**src/rtl/hazard_pkg.sv**
```systemverilog
// ============================================================================
// hazard_pkg : shared types and defaults for the multi-cycle hazard unit
// Rev 1.0
// ============================================================================
`default_nettype none

package hazard_pkg;

  typedef enum logic [1:0] {
    FWD_RF  = 2'b00,
    FWD_WB  = 2'b01,
    FWD_MEM = 2'b10
  } fwd_sel_e;

  typedef enum logic [1:0] {
    CAUSE_LW  = 2'd0,
    CAUSE_BR  = 2'd1,
    CAUSE_MD  = 2'd2,
    CAUSE_MEM = 2'd3
  } stall_cause_e;

  localparam int C_REG_AW     = 5;
  localparam int C_MD_LATENCY = 4;
  localparam int C_CNT_W      = 16;
  localparam int C_NUM_CAUSES = 4;

endpackage

`default_nettype wire

```
**src/rtl/hz_sat_counter.sv**
```systemverilog
// ============================================================================
// hz_sat_counter : saturating event counter with synchronous clear
// Rev 1.0
// ============================================================================
`default_nettype none

module hz_sat_counter #(
  parameter int W = 16
) (
  input  logic         clk,
  input  logic         reset,
  input  logic         clr,
  input  logic         inc,
  output logic [W-1:0] count
);

  logic [W-1:0] r_count;

  // Clear wins over increment; the count holds once it reaches all-ones.
  always_ff @(posedge clk) begin
    if (reset || clr) begin
      r_count <= '0;
    end else if (inc && (r_count != '1)) begin
      r_count <= r_count + 1'b1;
    end
  end

  assign count = r_count;

endmodule

`default_nettype wire

```
**src/rtl/hazard_unit_mc.sv**
```systemverilog
// ============================================================================
// hazard_unit_mc : forwarding, stall and flush control for the 5-stage core
// with memory wait, mult/div busy tracking and stall statistics. Rev 1.0
// ============================================================================
`default_nettype none

module hazard_unit_mc
  import hazard_pkg::*;
#(
  parameter int REG_AW     = C_REG_AW,
  parameter int MD_LATENCY = C_MD_LATENCY,
  parameter int CNT_W      = C_CNT_W
) (
  input  logic              clk,
  input  logic              reset,
  input  logic              branchD,
  input  logic              mdopD,
  input  logic              memtoregE,
  input  logic              memtoregM,
  input  logic              regwriteE,
  input  logic              regwriteM,
  input  logic              regwriteW,
  input  logic [REG_AW-1:0] rsD,
  input  logic [REG_AW-1:0] rtD,
  input  logic [REG_AW-1:0] rsE,
  input  logic [REG_AW-1:0] rtE,
  input  logic [REG_AW-1:0] writeregE,
  input  logic [REG_AW-1:0] writeregM,
  input  logic [REG_AW-1:0] writeregW,
  input  logic              mdstartE,
  input  logic              memreqM,
  input  logic              dmem_ready,
  input  logic              stat_clr,
  output logic [1:0]        forwardAE,
  output logic [1:0]        forwardBE,
  output logic              forwardAD,
  output logic              forwardBD,
  output logic              stallF,
  output logic              stallD,
  output logic              stallE,
  output logic              stallM,
  output logic              flushE,
  output logic              flushW,
  output logic              md_busy,
  output logic [CNT_W-1:0]  lw_cnt,
  output logic [CNT_W-1:0]  br_cnt,
  output logic [CNT_W-1:0]  md_cnt_stat,
  output logic [CNT_W-1:0]  mem_cnt
);

  localparam int              MD_W      = $clog2(MD_LATENCY + 1);
  localparam logic [MD_W-1:0] C_MD_LOAD = MD_W'(MD_LATENCY);

  function automatic fwd_sel_e fwd_sel(
    input logic [REG_AW-1:0] src,
    input logic [REG_AW-1:0] wr_m,
    input logic              we_m,
    input logic [REG_AW-1:0] wr_w,
    input logic              we_w
  );
    if ((src != '0) && we_m && (src == wr_m)) return FWD_MEM;
    if ((src != '0) && we_w && (src == wr_w)) return FWD_WB;
    return FWD_RF;
  endfunction

  logic                    w_lwstall;
  logic                    w_brstall;
  logic                    w_memstall;
  logic                    w_mdstall;
  logic [C_NUM_CAUSES-1:0] w_raw;
  logic [CNT_W-1:0]        w_cnt [C_NUM_CAUSES];
  logic [MD_W-1:0]         r_md_q;

  assign forwardAE = fwd_sel(rsE, writeregM, regwriteM, writeregW, regwriteW);
  assign forwardBE = fwd_sel(rtE, writeregM, regwriteM, writeregW, regwriteW);
  assign forwardAD = (rsD != '0) && (rsD == writeregM) && regwriteM;
  assign forwardBD = (rtD != '0) && (rtD == writeregM) && regwriteM;

  assign w_lwstall  = memtoregE && (rtE != '0) && ((rsD == rtE) || (rtD == rtE));
  assign w_brstall  = branchD &&
                      ((regwriteE && (writeregE != '0) &&
                        ((writeregE == rsD) || (writeregE == rtD))) ||
                       (memtoregM && (writeregM != '0) &&
                        ((writeregM == rsD) || (writeregM == rtD))));
  assign w_memstall = memreqM && !dmem_ready;
  assign w_mdstall  = mdopD && (md_busy || mdstartE);

  // A memory wait freezes the whole pipe and bubbles W; other hazards bubble E.
  always_comb begin
    stallF = 1'b0;
    stallD = 1'b0;
    stallE = 1'b0;
    stallM = 1'b0;
    flushE = 1'b0;
    flushW = 1'b0;
    if (!reset) begin
      if (w_memstall) begin
        stallF = 1'b1;
        stallD = 1'b1;
        stallE = 1'b1;
        stallM = 1'b1;
        flushW = 1'b1;
      end else if (w_lwstall || w_brstall || w_mdstall) begin
        stallF = 1'b1;
        stallD = 1'b1;
        flushE = 1'b1;
      end
    end
  end

  // The unit keeps counting while the pipe is frozen; a held issue does not reload.
  always_ff @(posedge clk) begin
    if (reset) begin
      r_md_q <= '0;
    end else if (mdstartE && !stallE) begin
      r_md_q <= C_MD_LOAD;
    end else if (r_md_q != '0) begin
      r_md_q <= r_md_q - 1'b1;
    end
  end

  assign md_busy = (r_md_q != '0);

  always_comb begin
    w_raw            = '0;
    w_raw[CAUSE_LW]  = w_lwstall;
    w_raw[CAUSE_BR]  = w_brstall;
    w_raw[CAUSE_MD]  = w_mdstall;
    w_raw[CAUSE_MEM] = w_memstall;
  end

  for (genvar gi = 0; gi < C_NUM_CAUSES; gi++) begin : g_cnt
    hz_sat_counter #(
      .W (CNT_W)
    ) u_cnt (
      .clk   (clk),
      .reset (reset),
      .clr   (stat_clr),
      .inc   (w_raw[gi]),
      .count (w_cnt[gi])
    );
  end

  assign lw_cnt      = w_cnt[CAUSE_LW];
  assign br_cnt      = w_cnt[CAUSE_BR];
  assign md_cnt_stat = w_cnt[CAUSE_MD];
  assign mem_cnt     = w_cnt[CAUSE_MEM];

endmodule

`default_nettype wire

```
**config.mk**
```make
export PLATFORM = sky130hd
export DESIGN_NAME = hazard_unit_mc
export DESIGN_NICKNAME = d
export VERILOG_FILES = /design/src/rtl/hazard_pkg.sv /design/src/rtl/hz_sat_counter.sv /design/src/rtl/hazard_unit_mc.sv
export SDC_FILE = /design/constraint.sdc
export NUM_CORES = 1
export LEC_CHECK = 0
export CAP_MARGIN = 40
export CORE_ASPECT_RATIO = 1.2
export CORE_UTILIZATION = 25
export CTS_CLUSTER_DIAMETER = 80
export CTS_CLUSTER_SIZE = 24
export DETAILED_ROUTE_END_ITERATION = 8
export PLACE_DENSITY = 0.46
export SLEW_MARGIN = 40
export SYNTH_ARGS = -nofsm -noshare
export SYNTH_HDL_FRONTEND = slang
export SYNTH_SLANG_ARGS = --single-unit
```
**constraint.sdc**
```tcl
create_clock -name clk -period 2.95 [get_ports clk]
set_input_delay 0.59 -clock clk [delete_from_list [all_inputs] [get_ports clk]]
set_output_delay 0.59 -clock clk [all_outputs]
set_load 0.05 [all_outputs]
```
# After elaboration in Yosys (flattened, before gate mapping)
# Index checks and enable logic that the tools add are counted.
# word_totals
register_bits	67
output_inout_bits	77
# classes
n_addsub	5
n_eq_ne	16
n_mux	23
reduce_logical	45
# ops
cell	n
$add A16 B1 Y16 const B	4
$ne A16 B16 Y1 const B	4
$eq A5 B5 Y1	12
$reduce_bool A5 Y1	6
$logic_and A1 B1 Y1	26
$mux W2	8
$mux W1	13
$logic_or A1 B1 Y1	8
$mux W3	2
$reduce_bool A3 Y1	1
$sub A3 B1 Y3 const B	1
$logic_not A1 Y1	2
$reduce_bool A2 Y1	1
$reduce_or A2 Y1	1

# Depth between registers and ports, before layout
# Gate-level depths: netlist of run 1.
# depth
depth_word	10
mapped_depth	10

# Hierarchy
# Synthesis of run 1 repeated with hierarchy kept, for this count alone.
# hier_totals
hier_cells	511
area_unflattened_um2	4400.5
# by_module_without_submodules
module	n_inst	cells_each	area_per_inst_um2
hz_sat_counter	4	95	847.1
hazard_unit_mc	1	131	1012.2

# Worst setup path after synthesis of run 1
# No wires, ideal clock.
# synth_path
kind	input to output
from	input port writeregM[4]
to	output port forwardAE[0]
t_arrival_ps	3281
required_ps	2360
path_slack_ps	-921
cell_stages	5
n_path_buf	1
path_cell_list	clkbuf_1 -> xnor2_1 -> nand4_1 -> nor4_1 -> nor4_1
# synth_via
elab_chain_len	4
# synth_lines
element	line	rtl
start, declared	hazard_unit_mc.sv:28	input logic [REG_AW-1:0] writeregM,
$eq A5 B5 Y1	hazard_unit_mc.sv:61	if ((src != '0) && we_m && (src == wr_m)) return FWD_MEM;
$logic_and A1 B1 Y1	hazard_unit_mc.sv:61	
$mux W1	hazard_unit_mc.sv:61	
$mux W2	hazard_unit_mc.sv:62	if ((src != '0) && we_w && (src == wr_w)) return FWD_WB;
end, declared	hazard_unit_mc.sv:34	output logic [1:0] forwardAE,
# Every way passes these cells.

# Worst setup path after layout of run 1
# layout_path
from	input port rsE[3]
to	output port forwardAE[0]
# layout_via
elab_chain_len	7
elab_cells_between_ends	13
cone_classes	eq/ne: 2; mux: 6; reduce/logical: 5
# layout_lines
element	line	rtl
start, declared	hazard_unit_mc.sv:25	input logic [REG_AW-1:0] rsE,
$reduce_bool A5 Y1	hazard_unit_mc.sv:61, hazard_unit_mc.sv:62	
$logic_and A1 B1 Y1 (2 in a row)	hazard_unit_mc.sv:62	
$mux W1 (2 in a row)	hazard_unit_mc.sv:62	
$mux W2	hazard_unit_mc.sv:63	return FWD_RF;
$mux W2 (*)	hazard_unit_mc.sv:62	
# Every way passes the cells marked *; elsewhere a longest branch is shown, timed or not. The select of a mux whose other input is x is not followed.

==> run metrics, run 1 <==
Util after Layout 0.411; clock skew approximately 0.0077 ns; worst hold path type reg -> reg; final wirelength 12.3 mm; pwr dens about 400 nW/µm²; leading area contributor after synthesis dfxtp_1; Sink Count 67; Core ar. 15,200 µm²; initial core utilization 0.259; Yosys reg bits 67; Vias 3,919; Period minus WS final 2.89 ns; total power 2.50 mW; Mean Syn Cell Area 8.34 µm²; GRT Residual Overflow 0; port bufs 124; Final Hold Viols 0; Num CTS Buffers 9; share of post-route cells with drive strength above 1 0.174; startpoint class of the critical path input port; Die Area 16,300 µm²; share of synthesized registers carrying an async set or reset 0; Yosys top cell area share 0.341; area of the mapped netlist 3940 µm²; IO Pins 125; Synthesized Nets 527; sequential share of the synthesized area 0.341; Die Width 117 µm; Slew @ Worst Pin 0.658 ns; initial antenna violation count 0; all-layer global routing usage 0.153; hpwl dp 9.39 mm; Slew HR 0.560; Synth cell types 53; vias in the first global route between 4,000 and 5,000; CP max FO 2; number of synthesized flops with an enable pin 0; CTS root buffer clkbuf_16; 1st-iter DRT viols 187; Setup crit end kind output port; top_reg_cell synth dfxtp_1; CTS max path bufs 2; Worst EP arrival around 2.3 ns; Reg clk slew, reported paths 0.06 ns; clock latency at the later pin of the worst-skew pair ~0.33 ns; H-tree levels 3; max-cap viol count 0; largest net degree at the start of global routing 41; Placer Congestion roughly 0.9; Ant. Diodes 0; Tcrit/Tclk final 0.981; die extent in y 139 µm; maximum VDD drop about 0.25 mV; Max Fclk 346 MHz; Avg WL per Cell around 15 µm; first-pass GRT wire length 19.6 mm; post-route setup slack roughly 0.057 ns; row cnt 49; Slew Limit Fails 0; post-placement worst setup slack -0.148 ns; Ys Warns 0; DR pass1 iterations 5; crit path kind in -> out; P_leak 2.30 nW; DRC 0; fin nets approximately 690; Post-Syn Instances 472; top post-synthesis cells by area dfxtp_1 (34%), xnor2_1 (14%), xor2_1 (6.7%); CTS tree built; drt via density 4.65; Area growth syn-to-layout 58.6%; final setup fails 0; status complete, no violations; Req. time, crit path ~2.4 ns; DRT antenna net count 0
-- final cells by class --
cell class,count,area (µm²)
Tap cell,204,255
Sequential cell,67,1340
Inverter,15,56.3
Fill cell,1585,8960
Multi-Input combinational cell,364,2510
Timing Repair Buffer,176,1760
Clock inverter,6,90.1
Clock buffer,10,229
-- placed cells by master (no fill, tap or decap), drive strengths merged, types with 2 or more instances in the layout --
cell type | Yosys | layout
a211oi | 2 | 2
a21oi | 18 | 18
a31o | 7 | 7
a41oi | 2 | 2
and2 | 4 | 4
and3 | 12 | 12
and4 | 6 | 6
buf | 13 | 63
bufinv | 0 | 2
clkbuf | 12 | 10
clkdlybuf4s50 | 0 | 90
clkinv | 0 | 3
dfxtp | 67 | 67
dlygate4sd2 | 0 | 11
dlymetal6s2s | 0 | 11
ha | 7 | 7
inv | 15 | 15
mux2i | 9 | 9
nand2 | 34 | 34
nand3 | 31 | 31
nand4 | 22 | 22
nor2 | 59 | 59
nor3 | 14 | 14
nor4 | 4 | 4
o211ai | 2 | 2
o21ai | 9 | 9
o22ai | 2 | 2
or3 | 12 | 12
or4 | 4 | 4
xnor2 | 62 | 62
xor2 | 30 | 30
-- Yosys cell counts (all sizes together) (12+ instances only) --
library cell	n
or3	12
nand2	34
buf	13
dfxtp	67
nor2	59
nor3	14
clkbuf	12
nand4	22
inv	15
nand3	31
xnor2	62
and3	12
xor2	30
a21oi	18
-- metrics by stage --
step | hold slack [ns] | area (µm²) | TNS, ns | std cells
floorplan | 0.519 | 3980 | -0.0850 | 472
finish | 0.491 | 6240 | 0 | 842
global route | 0.513 | 6240 | -0.00133 | 842
global placement | 0.473 | 5780 | -0.401 | 821
detailed placement | 0.485 | 5780 | -0.468 | 821
CTS | 0.493 | 6180 | 0 | 841
-- per-layer routing --
| layer | vias to the layer above | routed length [µm] | global-route usage |
|---|---|---|---|
| met4 | 0 | 178 | 0.0500 |
| met1 | 1835 | 5230 | 0.171 |
| met3 | 14 | 716 | 0.0318 |
| li1 | 1954 | - | - |
| met2 | 116 | 6140 | 0.282 |
| met5 | - | 0 | 0 |
-- power by group --
| group | internal [mW] | switching (mW) | total (mW) | leakage, nW |
|---|---|---|---|---|
| sequential | 0.914 | 0.00724 | 0.921 | 0.540 |
| clock | 0.741 | 0.407 | 1.15 | 0.153 |
| combinational | 0.211 | 0.225 | 0.436 | 1.61 |
| total | 1.87 | 0.639 | 2.50 | 2.30 |
-- cell families after synthesis --
| family | Yosys count | synth area share |
|---|---|---|
| muxes | 9 | 0.0229 |
| xor gates and xnor gates | 92 | 0.205 |
| adders and majority gates | 7 | 0.0222 |
| and+or+nand+nor | 206 | 0.270 |
| buffers and inverters | 41 | 0.0483 |
| DFF | 67 | 0.341 |
| AOI/OAI and AO/OA | 50 | 0.0909 |
-- flip-flops by register name, indices dropped and copies added, names as in the netlist --
register and flops:
g_cnt.u_cnt.count 64, r_md_q 3
-- final timing paths --
kind,slack [ns],startpoint,endpoint,cells past startpoint
worst max-delay path,0.06,rsE[3],forwardAE[0],6
worst min-delay path,0.49,g_cnt[1].u_cnt.count[10],g_cnt[1].u_cnt.count[10],2
worst max register to register,0.67,r_md_q[0],g_cnt[2].u_cnt.count[15],11
worst min register to register,0.49,g_cnt[1].u_cnt.count[10],g_cnt[1].u_cnt.count[10],2
-- repair_timing --
item / CTS / global route
setup endpoints to repair: 4 / 4
hold buffers: 0 / 0
resized for setup: 24 / 15
buffers inserted: 4 / 1
pin swaps: 10 / 13
gates cloned: 0 / 0
-- worst max-delay path, cell delays in order --
cell             delay (ns)
clkdlybuf4s50_1        0.42
or4_4                  0.51
nor2_4                 0.13
nor4_2                 0.07
nor4_2                 0.25
bufbuf_16              0.32
Power figures use the tool's default switching activity.
==> run 2, diff against run 1 <==
- SKIP_LAST_GASP: default -> 1
- SLEW_MARGIN: 40 -> 5
==> results of run 2 <==
Final layout, timing and power as in run 1 (identical DEF).
==> run 3, diff against run 2 <==
- CORE_UTILIZATION: 25 -> 47
- MAX_ROUTING_LAYER: default -> met4
- PLACE_DENSITY: 0.46 -> 0.78
==> run metrics, run 3 (same netlist as run 1, synthesis figures left out) <==
Vias 3,946 (was 3,919); post-placement worst setup slack -0.104 ns (was -0.148 ns); CTS max path bufs 2 (unchanged); worst hold path type reg -> reg (unchanged); final setup fails 0 (unchanged); share of total power in sequential cells 0.448 (was 0.368); port bufs 124 (unchanged); Ant. Diodes 0 (unchanged); IO Pins 125 (unchanged); final wirelength 11.2 mm (was 12.3 mm); Top Usage Layer GRT met2 (unchanged); DR pass1 iterations 6 (was 5); vias in the first global route 3,748 (was 4,029); Area growth syn-to-layout 50.6% (was 58.6%); setup TNS 0 ns (unchanged); Slew Limit Fails 0 (unchanged); H-tree levels 3 (unchanged); clock skew 0.0121 ns (was 0.00772 ns); CP max FO 3 (was 2); post-route setup slack 0.0159 ns (was 0.0574 ns); Slew HR 0.563 (was 0.560); commonest non-fill, non-tap cell in the layout clkdlybuf4s50_1 (unchanged); hpwl dp 8.17 mm (was 9.39 mm); register area 1340 µm² (unchanged); Switch Pwr 0.597 mW (was 0.639 mW); CTS tree built (unchanged); met3 GRT Util 0.0509 (was 0.0318); total power 2.05 mW (was 2.50 mW); maximum VDD drop 0.331 mV (was 0.250 mV); status complete, no violations (unchanged); all-layer global routing usage 0.255 (was 0.153); 1st-iter DRT viols 154 (was 187); Avg WL per Cell 15.4 µm (was 14.6 µm); Placer Congestion 0.897 (was 0.879); Setup crit end kind output port (unchanged); largest net degree at the start of global routing 40 (was 41); die extent in y 102 µm (was 139 µm); CTS root buffer clkbuf_8 (was clkbuf_16); row cnt 36 (was 49); RSZ-0062 raised after global routing yes; share of post-route cells with drive strength above 1 0.166 (was 0.174); Worst EP arrival 2.34 ns (was 2.30 ns); Die Width 85.5 µm (was 117 µm); max reg flops 64 (unchanged); most frequent cells in the layout clkdlybuf4s50_1 (97), dfxtp_1 (67), xnor2_1 (62) (was clkdlybuf4s50_1 (90), dfxtp_1 (67), xnor2_1 (61)); initial antenna violation count 0 (unchanged); met2 Usage GRT 0.440 (was 0.282); Tcrit/Tclk final 0.995 (was 0.981); footprint of the multi-input gates 2500 µm² (was 2510 µm²); Reg clk slew, reported paths 0.08 ns (was 0.06 ns); Internal Power 1.45 mW (was 1.87 mW); combinational share of power 0.212 (was 0.174); GRT Residual Overflow 0 (unchanged); Core ar. 8110 µm² (was 15,200 µm²); met1 Usage GRT 0.290 (was 0.171); Num CTS Buffers 9 (unchanged); Final Hold Viols 0 (unchanged); # fillers 617 (was 1,585); Max Fclk 341 MHz (was 346 MHz); Post-Layout Cell Count 729 (was 842); clock power share 0.340 (was 0.458); clock latency at the later pin of the worst-skew pair 0.34 ns (was 0.33 ns); Die Area 8750 µm² (was 16,300 µm²); DRC 0 (unchanged); P_leak 2.19 nW (was 2.30 nW); switch share 0.291 (was 0.255); first-pass GRT wire length 17.2 mm (was 19.6 mm); crit path kind in -> out (unchanged); drt via density 5.41 (was 4.65); Slew @ Worst Pin 0.653 ns (was 0.658 ns); Req. time, crit path 2.36 ns (about the same); DRT antenna net count 0 (unchanged); Sink Count 67 (unchanged); fin nets 684 (was 688); max-cap viol count 0 (unchanged); Period minus WS final 2.93 ns (was 2.89 ns); pwr dens 346 nW/µm² (was 401 nW/µm²); startpoint class of the critical path input port (unchanged); initial core utilization 0.485 (was 0.259); placed instance count 705 (was 821)
[run 3: cell types whose count changed in the layout (fill, tap and decap cells not counted), sizes merged]
| cell | delta |
|---|---|
| clkdlybuf4s50 | +7 |
| dlygate4sd2 | -7 |
| buf | -4 |
| bufinv | -2 |
| clkbuf | +1 |
| clkinv | -1 |
| clkinvlp | +1 |
| inv | +1 |
[run 3: final timing paths]
check / from / to / slack, ns / cells after the start
hold reg to reg: g_cnt[1].u_cnt.count[8] / g_cnt[1].u_cnt.count[8] / 0.50 / 2
setup / recovery: writeregE[1] / stallD / 0.02 / 6
hold / removal: g_cnt[1].u_cnt.count[8] / g_cnt[1].u_cnt.count[8] / 0.50 / 2
setup reg to reg: r_md_q[0] / g_cnt[2].u_cnt.count[15] / 0.70 / 11
[run 3: area by class of cell]
type | count | area share
clock buffer | 11 | 0.0238
clock inverter | 5 | 0.00633
inverter | 15 | 0.00950
multi-input combinational | 364 | 0.422
sequential | 67 | 0.226
tap | 95 | 0.0200
timing repair buffer | 172 | 0.292
[run 3: what timing repair did]
action / CTS / global route
hold buffers: 0 / 0
gates cloned: 0 / 0
endpoints found under the setup margin: 4 / 18
gates resized for setup: 9 / 20
pin swaps: 4 / 10
setup buffers: 7 / 1
[run 3: critical path, stage by stage]
cell	delay (ns)
clkdlybuf4s50_1	0.46
or3_1	0.38
o311a_1	0.36
a21oi_4	0.22
a41oi_4	0.14
buf_6	0.19
[run 3: power groups by stage]
stage / clock network [mW] / logic [mW] / registers [mW]
global placement: 0 / 0.401 / 0.940
finish: 0.698 / 0.434 / 0.919
global route: 0.753 / 0.464 / 0.920
floorplan: 0 / 0.223 / 0.947
detailed placement: 0 / 0.412 / 0.941
CTS: 0.709 / 0.423 / 0.919
[run 3: per-stage QoR]
step	cell area [µm²]	hold WS (ns)	util
2_1_floorplan	3980	0.519	-
3_3_place_gp	5590	0.467	0.690
3_5_place_dp	5590	0.486	0.690
4_1_cts	5840	0.498	0.720
5_1_grt	5930	0.520	0.731
6_report	5930	0.497	0.731
[run 3: metal layers]
layer  vias to the layer above  share of wire
met5                         -              0
met4                         0          0.022
met3                        25          0.059
met2                       141           0.49
met1                      1832           0.43
li1                       1948              -
